File: src/rtl/ecpri_pkg.sv
// Shared types and constants for the eCPRI RAM arbiter.
package ecpri_pkg;

  typedef enum logic [1:0] {
    StIdle  = 2'd0,
    StGrant = 2'd1,
    StTurn  = 2'd2
  } arb_state_e;

  localparam logic [1:0] REQ_RX  = 2'd0;
  localparam logic [1:0] REQ_TX  = 2'd1;
  localparam logic [1:0] REQ_CPU = 2'd2;

  localparam int unsigned DEF_DATA_WIDTH = 8;
  localparam int unsigned DEF_ADDR_WIDTH = 16;
  localparam int unsigned DEF_MAX_BURST  = 64;

  // One-hot (3 bit) to requester index; all-zero maps to REQ_RX.
  function automatic logic [1:0] onehot3_to_idx(input logic [2:0] oh);
    if (oh[2]) return REQ_CPU;
    if (oh[1]) return REQ_TX;
    return REQ_RX;
  endfunction

endpackage

File: src/rtl/rr_select3.sv
// Three-way round-robin winner select: priority starts just after 'last'.
module rr_select3
  import ecpri_pkg::*;
(
  input  logic [2:0] req,
  input  logic [1:0] last,
  output logic [2:0] win
);

  // Walk the requests in rotated order and pick the first one set.
  always_comb begin
    win = '0;
    case (last)
      REQ_RX: begin
        if      (req[1]) win = 3'b010;
        else if (req[2]) win = 3'b100;
        else if (req[0]) win = 3'b001;
      end
      REQ_TX: begin
        if      (req[2]) win = 3'b100;
        else if (req[0]) win = 3'b001;
        else if (req[1]) win = 3'b010;
      end
      default: begin
        if      (req[0]) win = 3'b001;
        else if (req[1]) win = 3'b010;
        else if (req[2]) win = 3'b100;
      end
    endcase
  end

endmodule

File: src/rtl/ecpri_ram_arbiter.sv
// Arbitrates one external RAM port among rx, tx and cpu with round-robin,
// a burst limit and one turnaround cycle between grants.
// Optional: define ECPRI_ARB_CPU_PRIO_EN to give cpu fixed top priority and
// exempt it from the burst limit.
module ecpri_ram_arbiter
  import ecpri_pkg::*;
#(
  parameter int unsigned DATA_WIDTH = DEF_DATA_WIDTH,
  parameter int unsigned ADDR_WIDTH = DEF_ADDR_WIDTH,
  parameter int unsigned MAX_BURST  = DEF_MAX_BURST
) (
  input  logic                  clk,
  input  logic                  reset,
  input  logic                  req_rx,
  input  logic                  we_rx,
  input  logic [ADDR_WIDTH-1:0] addr_rx,
  input  logic [DATA_WIDTH-1:0] wdata_rx,
  output logic                  gnt_rx,
  output logic                  rvalid_rx,
  input  logic                  req_tx,
  input  logic                  we_tx,
  input  logic [ADDR_WIDTH-1:0] addr_tx,
  input  logic [DATA_WIDTH-1:0] wdata_tx,
  output logic                  gnt_tx,
  output logic                  rvalid_tx,
  input  logic                  req_cpu,
  input  logic                  we_cpu,
  input  logic [ADDR_WIDTH-1:0] addr_cpu,
  input  logic [DATA_WIDTH-1:0] wdata_cpu,
  output logic                  gnt_cpu,
  output logic                  rvalid_cpu,
  output logic [DATA_WIDTH-1:0] rdata,
  output logic                  ram_cs,
  output logic                  ram_we,
  output logic                  ram_oe,
  output logic [ADDR_WIDTH-1:0] ram_addr,
  output logic [DATA_WIDTH-1:0] ram_wdata,
  input  logic [DATA_WIDTH-1:0] ram_rdata
);

  localparam int unsigned CNT_W = $clog2(MAX_BURST + 1);

  arb_state_e       state_q, state_d;
  logic [1:0]       owner_q, owner_d;  // current owner; holds last owner outside GRANT
  logic [CNT_W-1:0] cnt_q, cnt_d;
  logic [2:0]       rvalid_q, rvalid_d;

  logic [2:0]            req_vec, owner_oh, rr_req, rr_win, win;
  logic [1:0]            rr_last, win_idx;
  logic                  owner_req, owner_we, others_req, burst_hit, burst_exempt, access;
  logic [ADDR_WIDTH-1:0] owner_addr;
  logic [DATA_WIDTH-1:0] owner_wdata;

  assign req_vec    = {req_cpu, req_tx, req_rx};
  assign owner_oh   = 3'b001 << owner_q;
  assign others_req = |(req_vec & ~owner_oh);
  // Count already holds the cycles granted before this one.
  assign burst_hit  = (cnt_q >= CNT_W'(MAX_BURST - 1));

`ifdef ECPRI_ARB_CPU_PRIO_EN
  logic last_rt_q;  // 0: rx was the last rx/tx owner, 1: tx

  assign rr_req       = {1'b0, req_tx, req_rx};
  assign rr_last      = last_rt_q ? REQ_TX : REQ_RX;
  assign win          = req_cpu ? 3'b100 : rr_win;
  assign burst_exempt = (owner_q == REQ_CPU);

  // Track rx/tx rotation separately so cpu grants do not disturb it.
  always_ff @(posedge clk or negedge reset) begin
    if (!reset) begin
      last_rt_q <= 1'b1;
    end else if (state_q != StGrant && (|req_vec) && win_idx != REQ_CPU) begin
      last_rt_q <= win_idx[0];
    end
  end
`else
  assign rr_req       = req_vec;
  assign rr_last      = owner_q;
  assign win          = rr_win;
  assign burst_exempt = 1'b0;
`endif

  assign win_idx = onehot3_to_idx(win);

  rr_select3 u_rr_select3 (
    .req  (rr_req),
    .last (rr_last),
    .win  (rr_win)
  );

  // Select the owner's request signals.
  always_comb begin
    owner_req   = 1'b0;
    owner_we    = 1'b0;
    owner_addr  = '0;
    owner_wdata = '0;
    unique case (owner_q)
      REQ_RX: begin
        owner_req = req_rx; owner_we = we_rx; owner_addr = addr_rx; owner_wdata = wdata_rx;
      end
      REQ_TX: begin
        owner_req = req_tx; owner_we = we_tx; owner_addr = addr_tx; owner_wdata = wdata_tx;
      end
      default: begin
        owner_req = req_cpu; owner_we = we_cpu; owner_addr = addr_cpu; owner_wdata = wdata_cpu;
      end
    endcase
  end

  // Next-state, owner selection and burst counting.
  always_comb begin
    state_d = state_q;
    owner_d = owner_q;
    cnt_d   = cnt_q;
    access  = 1'b0;
    case (state_q)
      StIdle, StTurn: begin
        if (|req_vec) begin
          state_d = StGrant;
          owner_d = win_idx;
          cnt_d   = '0;
        end else begin
          state_d = StIdle;
        end
      end
      StGrant: begin
        if (!owner_req) begin
          state_d = StTurn;
        end else begin
          access = 1'b1;
          if (cnt_q != CNT_W'(MAX_BURST)) cnt_d = cnt_q + 1'b1;
          if (burst_hit && others_req && !burst_exempt) state_d = StTurn;
        end
      end
      default: state_d = StIdle;
    endcase
  end

  // Grants, RAM strobes and read-valid tagging for this cycle's access.
  always_comb begin
    gnt_rx    = access && (owner_q == REQ_RX);
    gnt_tx    = access && (owner_q == REQ_TX);
    gnt_cpu   = access && (owner_q == REQ_CPU);
    ram_cs    = access;
    ram_we    = access && owner_we;
    ram_oe    = access && !owner_we;
    ram_addr  = access ? owner_addr : '0;
    ram_wdata = access ? owner_wdata : '0;
    rvalid_d  = (access && !owner_we) ? owner_oh : 3'b000;
  end

  assign rvalid_rx  = rvalid_q[0];
  assign rvalid_tx  = rvalid_q[1];
  assign rvalid_cpu = rvalid_q[2];
  // RAM returns read data one cycle after the access.
  assign rdata      = (|rvalid_q) ? ram_rdata : '0;

  // State registers; reset starts with cpu as last owner so rx wins first.
  always_ff @(posedge clk or negedge reset) begin
    if (!reset) begin
      state_q  <= StIdle;
      owner_q  <= REQ_CPU;
      cnt_q    <= '0;
      rvalid_q <= '0;
    end else begin
      state_q  <= state_d;
      owner_q  <= owner_d;
      cnt_q    <= cnt_d;
      rvalid_q <= rvalid_d;
    end
  end

endmodule
File: config.mk
export PLATFORM = sky130hd
export DESIGN_NAME = ecpri_ram_arbiter
export DESIGN_NICKNAME = d
export VERILOG_FILES = /design/src/rtl/ecpri_pkg.sv /design/src/rtl/rr_select3.sv /design/src/rtl/ecpri_ram_arbiter.sv
export SDC_FILE = /design/constraint.sdc
export NUM_CORES = 1
export LEC_CHECK = 0
export CORE_ASPECT_RATIO = 0.5
export CORE_MARGIN = 2
export CORE_UTILIZATION = 29
export CTS_CLUSTER_SIZE = 8
export DETAILED_ROUTE_END_ITERATION = 6
export GPL_TIMING_DRIVEN = 0
export PLACE_DENSITY_LB_ADDON = 0.2
export SLEW_MARGIN = 20
export SYNTH_ARGS = -nofsm -noshare
export SYNTH_HDL_FRONTEND = slang
export SYNTH_SLANG_ARGS = --single-unit
File: constraint.sdc
create_clock -name clk -period 2.27 [get_ports clk]
set_clock_uncertainty 0.1 [all_clocks]
set_input_delay 0.681 -clock clk [delete_from_list [all_inputs] [get_ports clk]]
set_output_delay 0.681 -clock clk [all_outputs]
set_load 0.005 [all_outputs]
==> qor.log <==
INFO  timing         grt_setup_unrepaired=yes
INFO  clocking       clock_insertion_delay_at_the_later_pin_of_the_skew_report=0.25ns
INFO  floorplanning  num_rows=18
INFO  yosys          synth-edff-count=0
INFO  power          vdd_ir_drop_max=0.331mV
INFO  power          switchingPower=1170uW
INFO  drt            detail-route-antenna-nets=0
INFO  setup_path     crit_path_end_kind=primary output
INFO  clocking       cts_inserted_buffers=3
INFO  yosys          synth_largest_type_area_fraction=21.6%
INFO  yosys          yosys.area.top_type=dfrtp_1
INFO  min_path       hold_end=owner_q[1]$_DFFE_PN1P_
INFO  timing         hold_violations=0
INFO  setup_path     r2r-start=owner_q[0]$_DFFE_PN0P_
INFO  drt            avgViaCountPerCell=4.83
INFO  drt            drt_wl_total=5910um
INFO  setup_path     worst-r2r-setup-slack=0.43ns
INFO  clocking       tritoncts_num_sinks=14
INFO  drt            vias=2072
INFO  yosys          synthArstFlopShare=100%
INFO  yosys          syn-num-nets=301
INFO  global_route   maximum_number_of_pins_on_one_net_before_global_route_repair=15
INFO  clocking       path_clk_slew=0.06ns
INFO  global_route   wire_length_of_the_first_global_routing_pass=8960um
INFO  clocking       cts_tree=yes
INFO  global_route   grt.overflow.total=0
INFO  global_route   grt_pass1_vias=1995
INFO  global_route   antenna_found_initial=0
INFO  power          combPwrFrac=77.0%
INFO  yosys          post_synth_instance_area=0.00151mm^2
INFO  drt            detailedRoute.firstIterationViolations=79
INFO  run_status     violations=design-rule violations, negative setup slack
INFO  final_layout   antenna_cells=0
INFO  place          place_inst=409
INFO  place          post-place-ws=-1.17ns
INFO  setup_path     reg2regPathDepth=7
INFO  timing         period_share=113%
INFO  yosys          syn_area_per_cell=7.15um^2
INFO  setup_path     path_max_fanout=5
INFO  final_layout   final_net_count=450
INFO  drt            post_detailed_route_wirelength_per_cell=13.8um
INFO  min_path       hp-class=reg -> reg
INFO  setup_path     critPathArrivalTime=1.79ns
INFO  yosys          post_synth_xor_area_fraction=0%
INFO  yosys          synth_compound_area_share=18.3%
INFO  clocking       root_buffer=clkbuf_8
INFO  min_path       timing.hold.worst_path_depth=1
INFO  drt            detailedRoute.firstPassIterationCount=7
INFO  drt            total_drc_errors_in_the_routed_layout=1
INFO  yosys          synth-seq-cells=14
INFO  yosys          main_combinational_cell_family_by_area_after_synthesis=simple AND/OR/NAND/NOR gates
INFO  floorplanning  die_y=55.0um
INFO  final_layout   flow.area_growth_from_synthesis=101%
INFO  yosys          synth_seq_area_share=23.3%
INFO  yosys          synthesis.instances=211
INFO  yosys          ys_types=38
INFO  floorplanning  design.core.area=0.00498mm^2
INFO  power          power.density=893mW/mm^2
INFO  setup_path     worstPathRequired=1.49ns
INFO  timing         report.final.slew_viol_count=0
INFO  clocking       htree_num_levels=1
INFO  setup_path     r2r_end=cnt_q[4]$_DFFE_PN0P_
INFO  power          seqPwrFrac=14.9%
INFO  final_layout   fin_cells=429
INFO  floorplanning  initial_utilization=30.3%
INFO  power          swShare=43.3%
INFO  setup_path     setup.worst_path.start_class=input port
INFO  timing         totalNegativeSetupSlack=-7.40ns
INFO  floorplanning  fp.dieArea=0.00583mm^2
INFO  final_layout   final_cell_area=0.00303mm^2
INFO  run            maxCapViolations=0
INFO  floorplanning  die_x=106um
INFO  yosys          synth_fa_ha_area_share=1.66%
INFO  place          place.gp.congestion=0.760
INFO  power          internal_portion_of_total_power=1540uW
INFO  clocking       post_cts_hold_buffer_count=0
INFO  timing         timing.max_slew.rel_slack=54.9%
INFO  clocking       cts-root-to-sink-buffers=2
INFO  place          io_buffers=128
INFO  timing         setup_violations=29
INFO  run_status     run_status=complete, but fails checks
INFO  min_path       start_point_of_the_worst_hold_path=state_q[0]$_DFFE_PN0P_
INFO  timing         timing.final.ws_setup=-0.306ns
INFO  yosys          synth_simple_gate_area_share=31.1%
INFO  yosys          synth_warnings=0
INFO  timing         final_period_minus_worst_setup_slack=2.58ns
INFO  timing         achievable-frequency=388MHz
INFO  power          p_leak=0.00142uW
INFO  global_route   track_usage=19.1%
INFO  yosys          postSynth.topFlopCell=dfrtp_1
INFO  final_layout   proportion_of_layout_cells_with_a_drive_suffix_above_1=27.3%
INFO  yosys          synth_mux_area_share=18.9%
INFO  timing         worst_slew_pin_slew=0.675ns
INFO  yosys          ys_top_cells_by_area=dfrtp_1 (22%), mux2i_1 (18%), nor2_1 (13%), a21oi_1 (8.3%), nor2b_1 (5.0%)
INFO  setup_path     worstSetupPathType=in -> out
INFO  floorplanning  design.portCount=129
INFO  timing         hold_slack=0.432ns
INFO  place          detailed_place_hpwl=4620um
INFO  power          clk_network_pwr_share=8.1%
INFO  place          postPlaceCellArea=0.00289mm^2
layout make-up:
type / instances / area (um^2)
plain buffers: 14 / 118
repair buffers: 145 / 1280
multi-input cells: 175 / 1120
well taps: 70 / 87.6
flip-flops and latches: 14 / 352
fillers: 462 / 1940
clock buffers: 4 / 45.0
inverters: 7 / 28.8
through the flow:
step                      power (uW)  util (%)
after floorplan                 1430         -
after global placement          2210      58.0
after detailed placement        2240      58.0
after CTS                       2660      61.0
after global routing            2930      61.0
final                           2710      61.0
layout by cell type (no fill, tap or decap), drive strengths merged, types with 2 or more instances in the layout:
master | netlist | layout
and3 | 5 | 5
ha | 2 | 2
clkdlybuf4s50 | 0 | 85
or4 | 3 | 3
buf | 8 | 59
nor2 | 54 | 54
mux2i | 27 | 27
dfrtp | 13 | 13
nand3 | 3 | 3
o211ai | 3 | 3
nor3 | 8 | 8
inv | 7 | 7
o21ai | 6 | 6
clkbuf | 7 | 16
a211o | 2 | 2
nor4 | 2 | 2
nand2 | 8 | 8
and2 | 2 | 2
a21oi | 25 | 25
nor2b | 12 | 12
dlymetal6s2s | 0 | 2
state kept, by name (all words and copies together), names as in the netlist:
signal,flops
state_q,2
cnt_q,7
owner_q,2
rvalid_q,3
repair_timing:
action | 4_1_cts | 5_1_grt
resized for setup | 187 | 30
setup buffers | 16 | 2
endpoints found under the setup margin | 38 | 38
pin swaps | 15 | 4
worst max-delay path by stage:
stage / start / end / slack (ns)
6_report: req_rx / gnt_rx / -0.31
2_1_floorplan: req_rx / ram_addr[0] / -0.03
5_1_grt: req_rx / ram_addr[12] / -0.35
4_1_cts: req_rx / ram_addr[3] / -0.32
3_3_place_gp: req_rx / gnt_rx / -1.16
3_5_place_dp: req_tx / gnt_rx / -1.17
power by group through the flow:
stage / Clock, uW / Combinational [uW] / Sequential [uW]
6_report: 220 / 2080 / 403
5_1_grt: 232 / 2280 / 412
4_1_cts: 222 / 2050 / 391
3_5_place_dp: 0 / 1850 / 391
3_3_place_gp: 0 / 1830 / 386
2_1_floorplan: 0 / 1060 / 373
cell usage after synthesis, types with 2 or more instances:
| cell | count |
|---|---|
| nor2_1 | 54 |
| mux2i_1 | 27 |
| a21oi_1 | 25 |
| dfrtp_1 | 13 |
| nor2b_1 | 12 |
| nand2_1 | 8 |
| nor3_1 | 8 |
| clkbuf_1 | 7 |
| buf_2 | 6 |
| inv_1 | 6 |
| and3_1 | 5 |
| o21ai_0 | 4 |
| nand3_1 | 3 |
| or4_1 | 3 |
| a211o_1 | 2 |
| and2_1 | 2 |
| ha_1 | 2 |
| nor4_1 | 2 |
| o211ai_1 | 2 |
| o21ai_1 | 2 |
kinds of logic after synthesis:
kind of cell               after synthesis
AOI/OAI and AO/OA                       44
adders and majority gates                2
buffers and inverters                   22
DFF                                     14
muxes                                   28
and+or+nand+nor                        101
worst max-delay path: stages:
cell,delay [ns]
buf_8,0.09
mux2_4,0.27
o211ai_4,0.19
buf_6,0.16
buf_8,0.11
buf_6,0.11
nor3_2,0.04
buf_2,0.13
per-layer routing:
metal / GRT usage (%) / part of all wire, % / vias to the layer above / wire length (um)
li1: - / - / 1031 / -
met1: 22.3 / 40 / 963 / 2350
met2: 38.4 / 54 / 72 / 3180
met3: 3.28 / 5.7 / 6 / 339
met4: 4.39 / 0.73 / 0 / 43
met5: 0 / 0 / - / 0
(Power assumes the default switching activity.)
